### config.mk
export PLATFORM = sky130hd
export DESIGN_NAME = word32_to16_sequencer
export DESIGN_NICKNAME = d
export VERILOG_FILES = /design/src/rtl/word32_to16_sequencer.sv
export SDC_FILE = /design/constraint.sdc
export NUM_CORES = 1
export LEC_CHECK = 0
export ABC_AREA = 0
export CAP_MARGIN = 30
export CELL_PAD_IN_SITES_DETAIL_PLACEMENT = 0
export CELL_PAD_IN_SITES_GLOBAL_PLACEMENT = 1
export CORE_MARGIN = 2
export CORE_UTILIZATION = 32
export CTS_CLUSTER_SIZE = 40
export DETAILED_ROUTE_END_ITERATION = 10
export HOLD_SLACK_MARGIN = 0.1
export PLACE_DENSITY_LB_ADDON = 0.1
export SYNTH_ARGS = -nofsm -noshare
export SYNTH_HDL_FRONTEND = slang
export SYNTH_SLANG_ARGS = --single-unit
### constraint.sdc
create_clock -name CLK -period 1.8 [get_ports CLK]
set_input_delay 0.18 -clock CLK [delete_from_list [all_inputs] [get_ports CLK]]
set_output_delay 0.18 -clock CLK [all_outputs]
set_load 0.02 [all_outputs]
### src/rtl/word32_to16_sequencer.sv
// Narrows 32-bit words to 16-bit beats: truncated upper half, rounded/saturated
// upper half, or both halves in either order, with valid/ready on both sides.
module word32_to16_sequencer #(
    parameter int         CNT_W    = 16,
    parameter logic [1:0] DEF_MODE = 2'b00
) (
    input  logic             CLK,
    input  logic             RST_N,
    input  logic [31:0]      IN_DATA,
    input  logic             IN_VALID,
    output logic             IN_READY,
    input  logic [1:0]       MODE,
    output logic [15:0]      OUT_DATA,
    output logic             OUT_VALID,
    input  logic             OUT_READY,
    output logic             OUT_LAST,
    output logic [CNT_W-1:0] WORD_CNT,
    input  logic             CNT_CLR,
    output logic             BUSY
);

    localparam logic [1:0] ST_EMPTY = 2'b00;
    localparam logic [1:0] ST_BEAT0 = 2'b01;
    localparam logic [1:0] ST_BEAT1 = 2'b10;

    localparam logic [1:0] MODE_TRUNC = 2'b00;
    localparam logic [1:0] MODE_HIGH1 = 2'b01;
    localparam logic [1:0] MODE_LOW1  = 2'b10;
    localparam logic [1:0] MODE_ROUND = 2'b11;

    logic [1:0]       state_q, state_d;
    logic [31:0]      hold_q, hold_d;
    logic [1:0]       mode_q, mode_d;
    logic [CNT_W-1:0] cnt_q, cnt_d;

    logic        single_s;
    logic        last_s;
    logic        accept_s;
    logic        out_fire_s;
    logic [16:0] round_sum_s;
    logic [15:0] rounded_s;

    assign single_s   = (mode_q == MODE_TRUNC) || (mode_q == MODE_ROUND);
    assign last_s     = (state_q == ST_BEAT1) || ((state_q == ST_BEAT0) && single_s);
    assign OUT_VALID  = (state_q != ST_EMPTY);
    assign OUT_LAST   = OUT_VALID && last_s;
    assign BUSY       = OUT_VALID;
    // Ready depends only on registered state and OUT_READY, never on IN_VALID.
    assign IN_READY   = (state_q == ST_EMPTY) || (OUT_READY && OUT_VALID && last_s);
    assign accept_s   = IN_VALID && IN_READY;
    assign out_fire_s = OUT_VALID && OUT_READY;
    assign WORD_CNT   = cnt_q;

    // A carry out of the 17-bit sum only happens for 16'hFFFF + 1, which saturates.
    assign round_sum_s = {1'b0, hold_q[31:16]} + {16'h0000, hold_q[15]};
    assign rounded_s   = round_sum_s[16] ? 16'hFFFF : round_sum_s[15:0];

    // Output beat selection from registered hold/mode/state.
    always_comb begin
        OUT_DATA = hold_q[31:16];
        case (mode_q)
            MODE_TRUNC: OUT_DATA = hold_q[31:16];
            MODE_HIGH1: OUT_DATA = (state_q == ST_BEAT1) ? hold_q[15:0] : hold_q[31:16];
            MODE_LOW1:  OUT_DATA = (state_q == ST_BEAT1) ? hold_q[31:16] : hold_q[15:0];
            MODE_ROUND: OUT_DATA = rounded_s;
            default:    OUT_DATA = hold_q[31:16];
        endcase
    end

    // Next-state logic: a new word takes priority over retiring the current one.
    always_comb begin
        state_d = state_q;
        hold_d  = hold_q;
        mode_d  = mode_q;
        if (accept_s) begin
            hold_d  = IN_DATA;
            mode_d  = MODE;
            state_d = ST_BEAT0;
        end else if (out_fire_s && last_s) begin
            state_d = ST_EMPTY;
        end else if (out_fire_s && (state_q == ST_BEAT0) && !single_s) begin
            state_d = ST_BEAT1;
        end else begin
            state_d = state_q;
        end
    end

    // Completed-word counter; clear wins over a same-cycle increment.
    always_comb begin
        cnt_d = cnt_q;
        if (CNT_CLR) begin
            cnt_d = {CNT_W{1'b0}};
        end else if (out_fire_s && last_s) begin
            cnt_d = cnt_q + {{(CNT_W-1){1'b0}}, 1'b1};
        end else begin
            cnt_d = cnt_q;
        end
    end

    // State registers with synchronous active-low reset.
    always_ff @(posedge CLK) begin
        if (!RST_N) begin
            state_q <= ST_EMPTY;
            hold_q  <= 32'h0000_0000;
            mode_q  <= DEF_MODE;
            cnt_q   <= {CNT_W{1'b0}};
        end else begin
            state_q <= state_d;
            hold_q  <= hold_d;
            mode_q  <= mode_d;
            cnt_q   <= cnt_d;
        end
    end

endmodule

==> key figures, run 1 <==
Status
  • Status: complete, but fails checks
  • Failing checks: setup timing

Worst setup path
  • Crit path launch: hold_q[15]
  • Setup CP Type: flop to primary output
  • Worst Path Max Fanout: 3
  • RR Startpoint: mode_q[1]
  • Crit. End Element: primary output
  • R2R setup slack: -0.16 ns
  • Worst EP required: about 1.6 ns
  • Worst Setup Start Kind: flop
  • RR Endpoint: WORD_CNT[2]
  • R2R cell count: 10
  • Critical Path AT: between 2 and 2.5 ns

Min path
  • Worst hold path type: primary input to flop
  • Hold path startpoint: IN_DATA[24]
  • Worst hold stages: 3
  • Worst min-delay path endpoint: hold_q[24]

Power
  • Switching power: a little under 0.9 mW
  • LEAKAGE: 2.00 nW
  • Combinational share of power: 0.309
  • Clock power frac: 0.242
  • Switching share of power: 0.311
  • Worst IR Drop VDD: between 300 and 400 uV
  • Sequential share of power: 0.448
  • Power, Total: ~2.8 mW
  • Pint: roughly 1.9 mW
  • Power density cells: approximately 540 nW/um2

Yosys
  • Primary FF master, synth: dfxtp_1
  • Synth Cell Area: about 3000 um2
  • Syn_area_per_cell: ~8 um2
  • Top-count cell post-synth: nand2_1
  • Syn Nets: 426
  • Synth top area cells: dfxtp_1 (35%), nand2_1 (11%), a21boi_0 (6.9%), nor2_1 (3.4%), ha_1 (3.0%)
  • Synth Warn #: 0
  • EDFF count, synth: 0
  • Register area share after synthesis: 0.352
  • Yosys cell types: between 50 and 60
  • Async set-or-reset flop fraction in the synthesized netlist: 0
  • Flop and latch count out of synthesis: between 50 and 60
  • Area leader, netlist: dfxtp_1
  • Synth top cells by count: nand2_1 (87), dfxtp_1 (52), a21boi_0 (27), nor2_1 (27), a21oi_1 (15)
  • Cell count after synthesis: 380
  • Top-area cell type share of the netlist area: 0.352

Timing
  • Final worst slack: -0.484 ns
  • Hold Vio Cnt, Final: 0
  • Final Critical Period: ~2.3 ns
  • Fin crit share: 1.27
  • Fmax: between 400 and 500 MHz
  • Clock skew: 0.0167 ns
  • Worst slew pin tran: 0.330 ns
  • RSZ-0062 raised after global routing: true
  • Setup violations, final: between 50 and 60
  • Slew margin rel.: 0.780
  • Max Slew Vio Count: 0

Global route
  • Vias in the first global route: between 3000 and 4000
  • Initial antenna violation count: 0
  • Global route overflow: 0
  • First-pass GRT wire length: about 17 mm
  • GRT Total Usage: 0.208
  • Pin count of the biggest net entering global routing: 38

CTS
  • H-Tree Depth: 2
  • Cts bufs inserted: 5
  • TritonCTS clock tree: yes
  • Hold_buf cts: 0
  • Clock root cell: clkbuf_8
  • Clock Latency Late Sink: a little over 0.3 ns
  • Clock-pin slew on the worst setup and hold paths: around 0.10 ns
  • CTS sink cnt: 52
  • Clock Tree Buf Depth: 2

Layout
  • Proportion of layout cells with a drive suffix above 1: 0.413
  • Area growth from synthesis to layout: 74.7%
  • NumNets Final: around 570
  • Final instance area: 5170 um2
  • Final std cells w/o fill: ~630
  • Antenna Cells: 0
  • # fillers: 884

Flow run
  • Max-cap viol count: 0

Placed design
  • Inst Count DP: just over 600
  • GP Congestion: 0.891
  • DP Area: 4420 um2
  • # port buffers: 74
  • Place WS: -0.627 ns
  • Hpwl dp: around 7 mm

Drt
  • DRT Pass-1 Iters: 4
  • Average routed wire per standard cell: about 16 um
  • DRT Wirelength: 10.4 mm
  • Via count: roughly 3300
  • Post-DRT Antenna Nets: 0
  • DRT iter0 DRCs: roughly 110
  • Drt drc: 0
  • Mean number of vias per cell: between 5 and 6

Die
  • Die height: between 100 and 150 um
  • Initial core utilization: 0.325
  • Die Footprint: 10000 um2
  • Core ar.: between 9000 and 10000 um2
  • Num rows: 35
  • Die X: about 100 um
  • Boundary Pins: 75
[worst max path at each step]
stage	cells past startpoint	slack (ns)	end
2_1_floorplan	7	-0.19	OUT_DATA[6]
3_3_place_gp	6	-0.59	OUT_DATA[11]
3_5_place_dp	8	-0.63	OUT_DATA[5]
4_1_cts	9	-0.47	OUT_DATA[2]
5_1_grt	8	-0.55	OUT_DATA[6]
6_report	9	-0.48	OUT_DATA[11]
[registers in the layout, summed over array words and instances (netlist names)]
name,flops
state_q,2
hold_q,32
WORD_CNT,16
mode_q,2
[stage by stage]
stage / hold slack, ns / TNS, ns / util
detailed placement: 0.467 / -15.76 / 0.485
global route: 0.419 / -14.85 / 0.567
floorplan: 0.315 / -0.399 / -
finish: 0.423 / -9.79 / 0.567
global placement: 0.457 / -13.50 / 0.485
CTS: 0.412 / -9.46 / 0.538
[cells in the final DEF (no fill, tap or decap), types with 6 or more instances in the layout]
master | netlist | final
nand4_1 | 8 | 8
clkdlybuf4s50_1 | 0 | 54
nand2_4 | 0 | 15
nand2_2 | 0 | 9
a21oi_2 | 1 | 6
nor2_1 | 27 | 22
xor2_1 | 7 | 7
nand3_1 | 12 | 8
buf_4 | 1 | 69
buf_6 | 0 | 26
o21ai_0 | 13 | 9
a21boi_2 | 0 | 12
buf_12 | 0 | 6
a21boi_1 | 8 | 22
dfxtp_1 | 52 | 45
inv_1 | 9 | 7
a21oi_1 | 15 | 8
nand2_1 | 87 | 63
[layout make-up]
cell class / instances / area (um2) / area share
multi-input combinational: 296 / 2310 / 0.447
timing repair buffer: 159 / 1540 / 0.299
inverter: 9 / 33.8 / 0.00654
sequential: 52 / 1060 / 0.205
clock buffer: 5 / 68.8 / 0.0133
clock inverter: 2 / 15.0 / 0.00291
tap: 111 / 139 / 0.0269
[repair_timing]
item,4_1_cts,5_1_grt
setup endpoints to repair,70,68
pin swaps,36,51
hold endpoints to repair,0,0
gates cloned,4,0
setup buffers,11,7
gates resized for setup,185,70
[logic make-up after synthesis]
| kind of cell | after synthesis | synth area share |
|---|---|---|
| mux | 4 | 0.0161 |
| xor+xnor | 13 | 0.0385 |
| fa+ha+maj | 7 | 0.0296 |
| compound gates | 101 | 0.243 |
| simple gates | 171 | 0.275 |
| flops | 52 | 0.352 |
| buf+inv | 32 | 0.0461 |
[power groups by stage]
stage,combinational (mW),clock [mW],sequential [mW]
final,0.868,0.680,1.26
after global placement,0.663,0,1.28
after detailed placement,0.667,0,1.28
after global routing,0.929,0.755,1.27
after CTS,0.803,0.697,1.26
after floorplan,0.321,0,1.28
[critical path: stages (launching register included)]
cell	delay, ns
dfxtp_2	0.35
ha_4	0.17
ha_4	0.16
nand3_4	0.08
or2_4	0.15
buf_6	0.12
nor2_2	0.04
o31a_1	0.28
o32a_1	0.30
buf_6	0.14
[metal layers]
metal  global-route usage  vias up  part of all wire
li1                     -     1625                 -
met1                0.294     1572              0.46
met2                0.342       86              0.48
met3               0.0258        8             0.048
met4               0.0453        0             0.011
met5                    0        -                 0
Note: power is estimated with default switching activity, not from simulation.
==> run 2: changes to the inputs <==
--- a/config.mk
+++ b/config.mk
@@ -15,6 +15,8 @@
 export DETAILED_ROUTE_END_ITERATION = 10
 export HOLD_SLACK_MARGIN = 0.1
 export PLACE_DENSITY_LB_ADDON = 0.1
+export RECOVER_POWER = 25
 export SYNTH_ARGS = -nofsm -noshare
 export SYNTH_HDL_FRONTEND = slang
 export SYNTH_SLANG_ARGS = --single-unit
+export TNS_END_PERCENT = 5
==> run 2 against run 1 <==
The flow still finishes with violations (setup timing). Sequential share of layout area increased by 2.4 points. Highest routed layer unchanged. Flip-flop and latch count stayed put. Combinational power down 22%. Hold slack lost 0.024 ns. Clock-buffer cell count grew 1.
==> key figures, run 2 (synthesis gave the netlist of run 1 again) <==
CTS
  • TritonCTS clock tree: yes
  • CTS sink cnt: 52
  • Clock Latency Late Sink: ~0.31 ns
  • Clock root cell: clkbuf_8
  • Clock Tree Buf Depth: 2
  • Clock-pin slew on the worst setup and hold paths: around 0.10 ns
  • Cts bufs inserted: 5
  • H-Tree Depth: 2

Global route
  • Initial antenna violation count: 0
  • Pin count of the biggest net entering global routing: 38
  • First-pass GRT wire length: about 15 mm
  • Global route overflow: 0
  • Vias in the first global route: just over 3000
  • GRT Total Usage: 0.193

Drt
  • Drt drc: 0
  • Post-DRT Antenna Nets: 0
  • Mean number of vias per cell: about 5.1
  • DRT Wirelength: 9.41 mm
  • DRT iter0 DRCs: approximately 150
  • Average routed wire per standard cell: roughly 15 um
  • Via count: 3150
  • DRT Pass-1 Iters: 4

Timing
  • Final Critical Period: between 2 and 2.5 ns
  • Clock skew: 0.00562 ns
  • Hold WS: 0.399 ns
  • Worst slew pin tran: 0.358 ns
  • Fin crit share: 1.28
  • Setup violations, final: 36
  • Setup TNS Final: -8.54 ns
  • Fmax: around 430 MHz
  • Max Slew Vio Count: 0
  • Final worst slack: -0.509 ns
  • Slew margin rel.: 0.761
  • Hold Vio Cnt, Final: 0
  • RSZ-0062 raised after global routing: true

Worst setup path
  • Critical Path Max Stage Delay: 0.35 ns
  • CP most frequent cell: ha_4
  • Setup CP Type: flop to primary output
  • R2R cell count: 10
  • Buf/Inv on CP: 2
  • R2R setup slack: -0.22 ns
  • Crit. End Element: primary output
  • RR Endpoint: WORD_CNT[4]
  • Worst EP required: roughly 1.6 ns
  • RR Startpoint: mode_q[0]
  • Worst Setup Start Kind: flop
  • Slowest-stage cell, CP: dfxtp_2
  • Worst Path Max Fanout: 3
  • Crit path cell chain: ha_4, ha_4, nand3_4, or2_4, buf_4, nor2_2, o31a_1, o32a_1, buf_2
  • CP top delay family: compound AO/OA/AOI/OAI gates
  • Critical Path AT: roughly 2.1 ns

Layout
  • Commonest non-fill, non-tap cell in the layout: nand2_1
  • Antenna Cells: 0
  • NumNets Final: 556
  • Area growth from synthesis to layout: 55.0%
  • Most flops, register: hold_q
  • Most frequent cells in the layout: nand2_1 (87), buf_4 (71), clkdlybuf4s50_1 (50)
  • Proportion of layout cells with a drive suffix above 1: 0.270
  • Max reg flops: 32
  • # fillers: 951
  • Final instance area: ~4600 um2
  • Post-layout util: 0.503
  • Final std cells w/o fill: between 600 and 700

Min path
  • Worst hold stages: 3
  • Worst hold path type: primary input to flop
  • Worst min-delay path endpoint: mode_q[1]
  • Hold path startpoint: MODE[1]

Placed design
  • Place WS: -0.633 ns
  • DP Area: about 4400 um2
  • # port buffers: 74
  • GP Congestion: 0.893
  • Inst Count DP: 611
  • Hpwl dp: between 7 and 8 mm

Die
  • Num rows: 35
  • Die X: 100 um
  • Die height: between 100 and 150 um
  • Initial core utilization: 0.325
  • Die Footprint: 10000 um2
  • Boundary Pins: 75
  • Core ar.: approximately 9100 um2

Status
  • Failing checks: setup timing
  • Status: complete, but fails checks

Power
  • Power density cells: 606 nW/um2
  • LEAKAGE: roughly 1.8 nW
  • Worst IR Drop VDD: between 300 and 400 uV
  • Power, Total: between 2 and 3 mW

Flow run
  • Max-cap viol count: 0
==> run 2: how the worst max path moves through the flow <==
stage,start,endpoint,slack (ns),cells after the start
after floorplan,hold_q[16],OUT_DATA[6],-0.19,7
final,hold_q[16],OUT_DATA[11],-0.51,9
after global routing,hold_q[16],OUT_DATA[5],-0.62,8
after CTS,hold_q[16],OUT_DATA[2],-0.51,9
after global placement,hold_q[16],OUT_DATA[2],-0.59,9
after detailed placement,hold_q[16],OUT_DATA[2],-0.63,9
==> run 2: what timing repair did <==
item / CTS / global route
pin swaps: 8 / 7
gates resized for setup: 125 / 26
setup buffers: 2 / 1
hold buffers: 0 / 0
endpoints found under the setup margin: 71 / 68
==> run 2: area by class of cell <==
class,instances,area [um2],area share
multi-input cells,296,1950,0.427
repair buffers,146,1300,0.283
flip-flops and latches,52,1050,0.228
well taps,111,139,0.0303
clock buffers,6,72.6,0.0158
clock inverters,2,38.8,0.00847
inverters,9,33.8,0.00737
==> run 2: where the power goes <==
| group | total, mW | switching, mW | internal, mW |
|---|---|---|---|
| clock network | 0.843 | 0.422 | 0.421 |
| registers | 1.26 | 0.0504 | 1.21 |
| logic | 0.676 | 0.326 | 0.350 |
| total | 2.77 | 0.798 | 1.98 |
==> run 2: tightest hold or removal path: cells and delay by family <==
family,cells,cell delay (ns)
buffers and inverters,1,0.39
and+or+nand+nor,1,0.05
AOI/OAI and AO/OA,1,0.05
==> run 2: routing by layer <==
metal | GRT usage | up-vias | routed length, um
met5 | 0 | - | 0
met2 | 0.302 | 83 | 4220
met4 | 0.0495 | 0 | 155
met3 | 0.0390 | 8 | 490
met1 | 0.271 | 1462 | 4540
li1 | - | 1597 | -
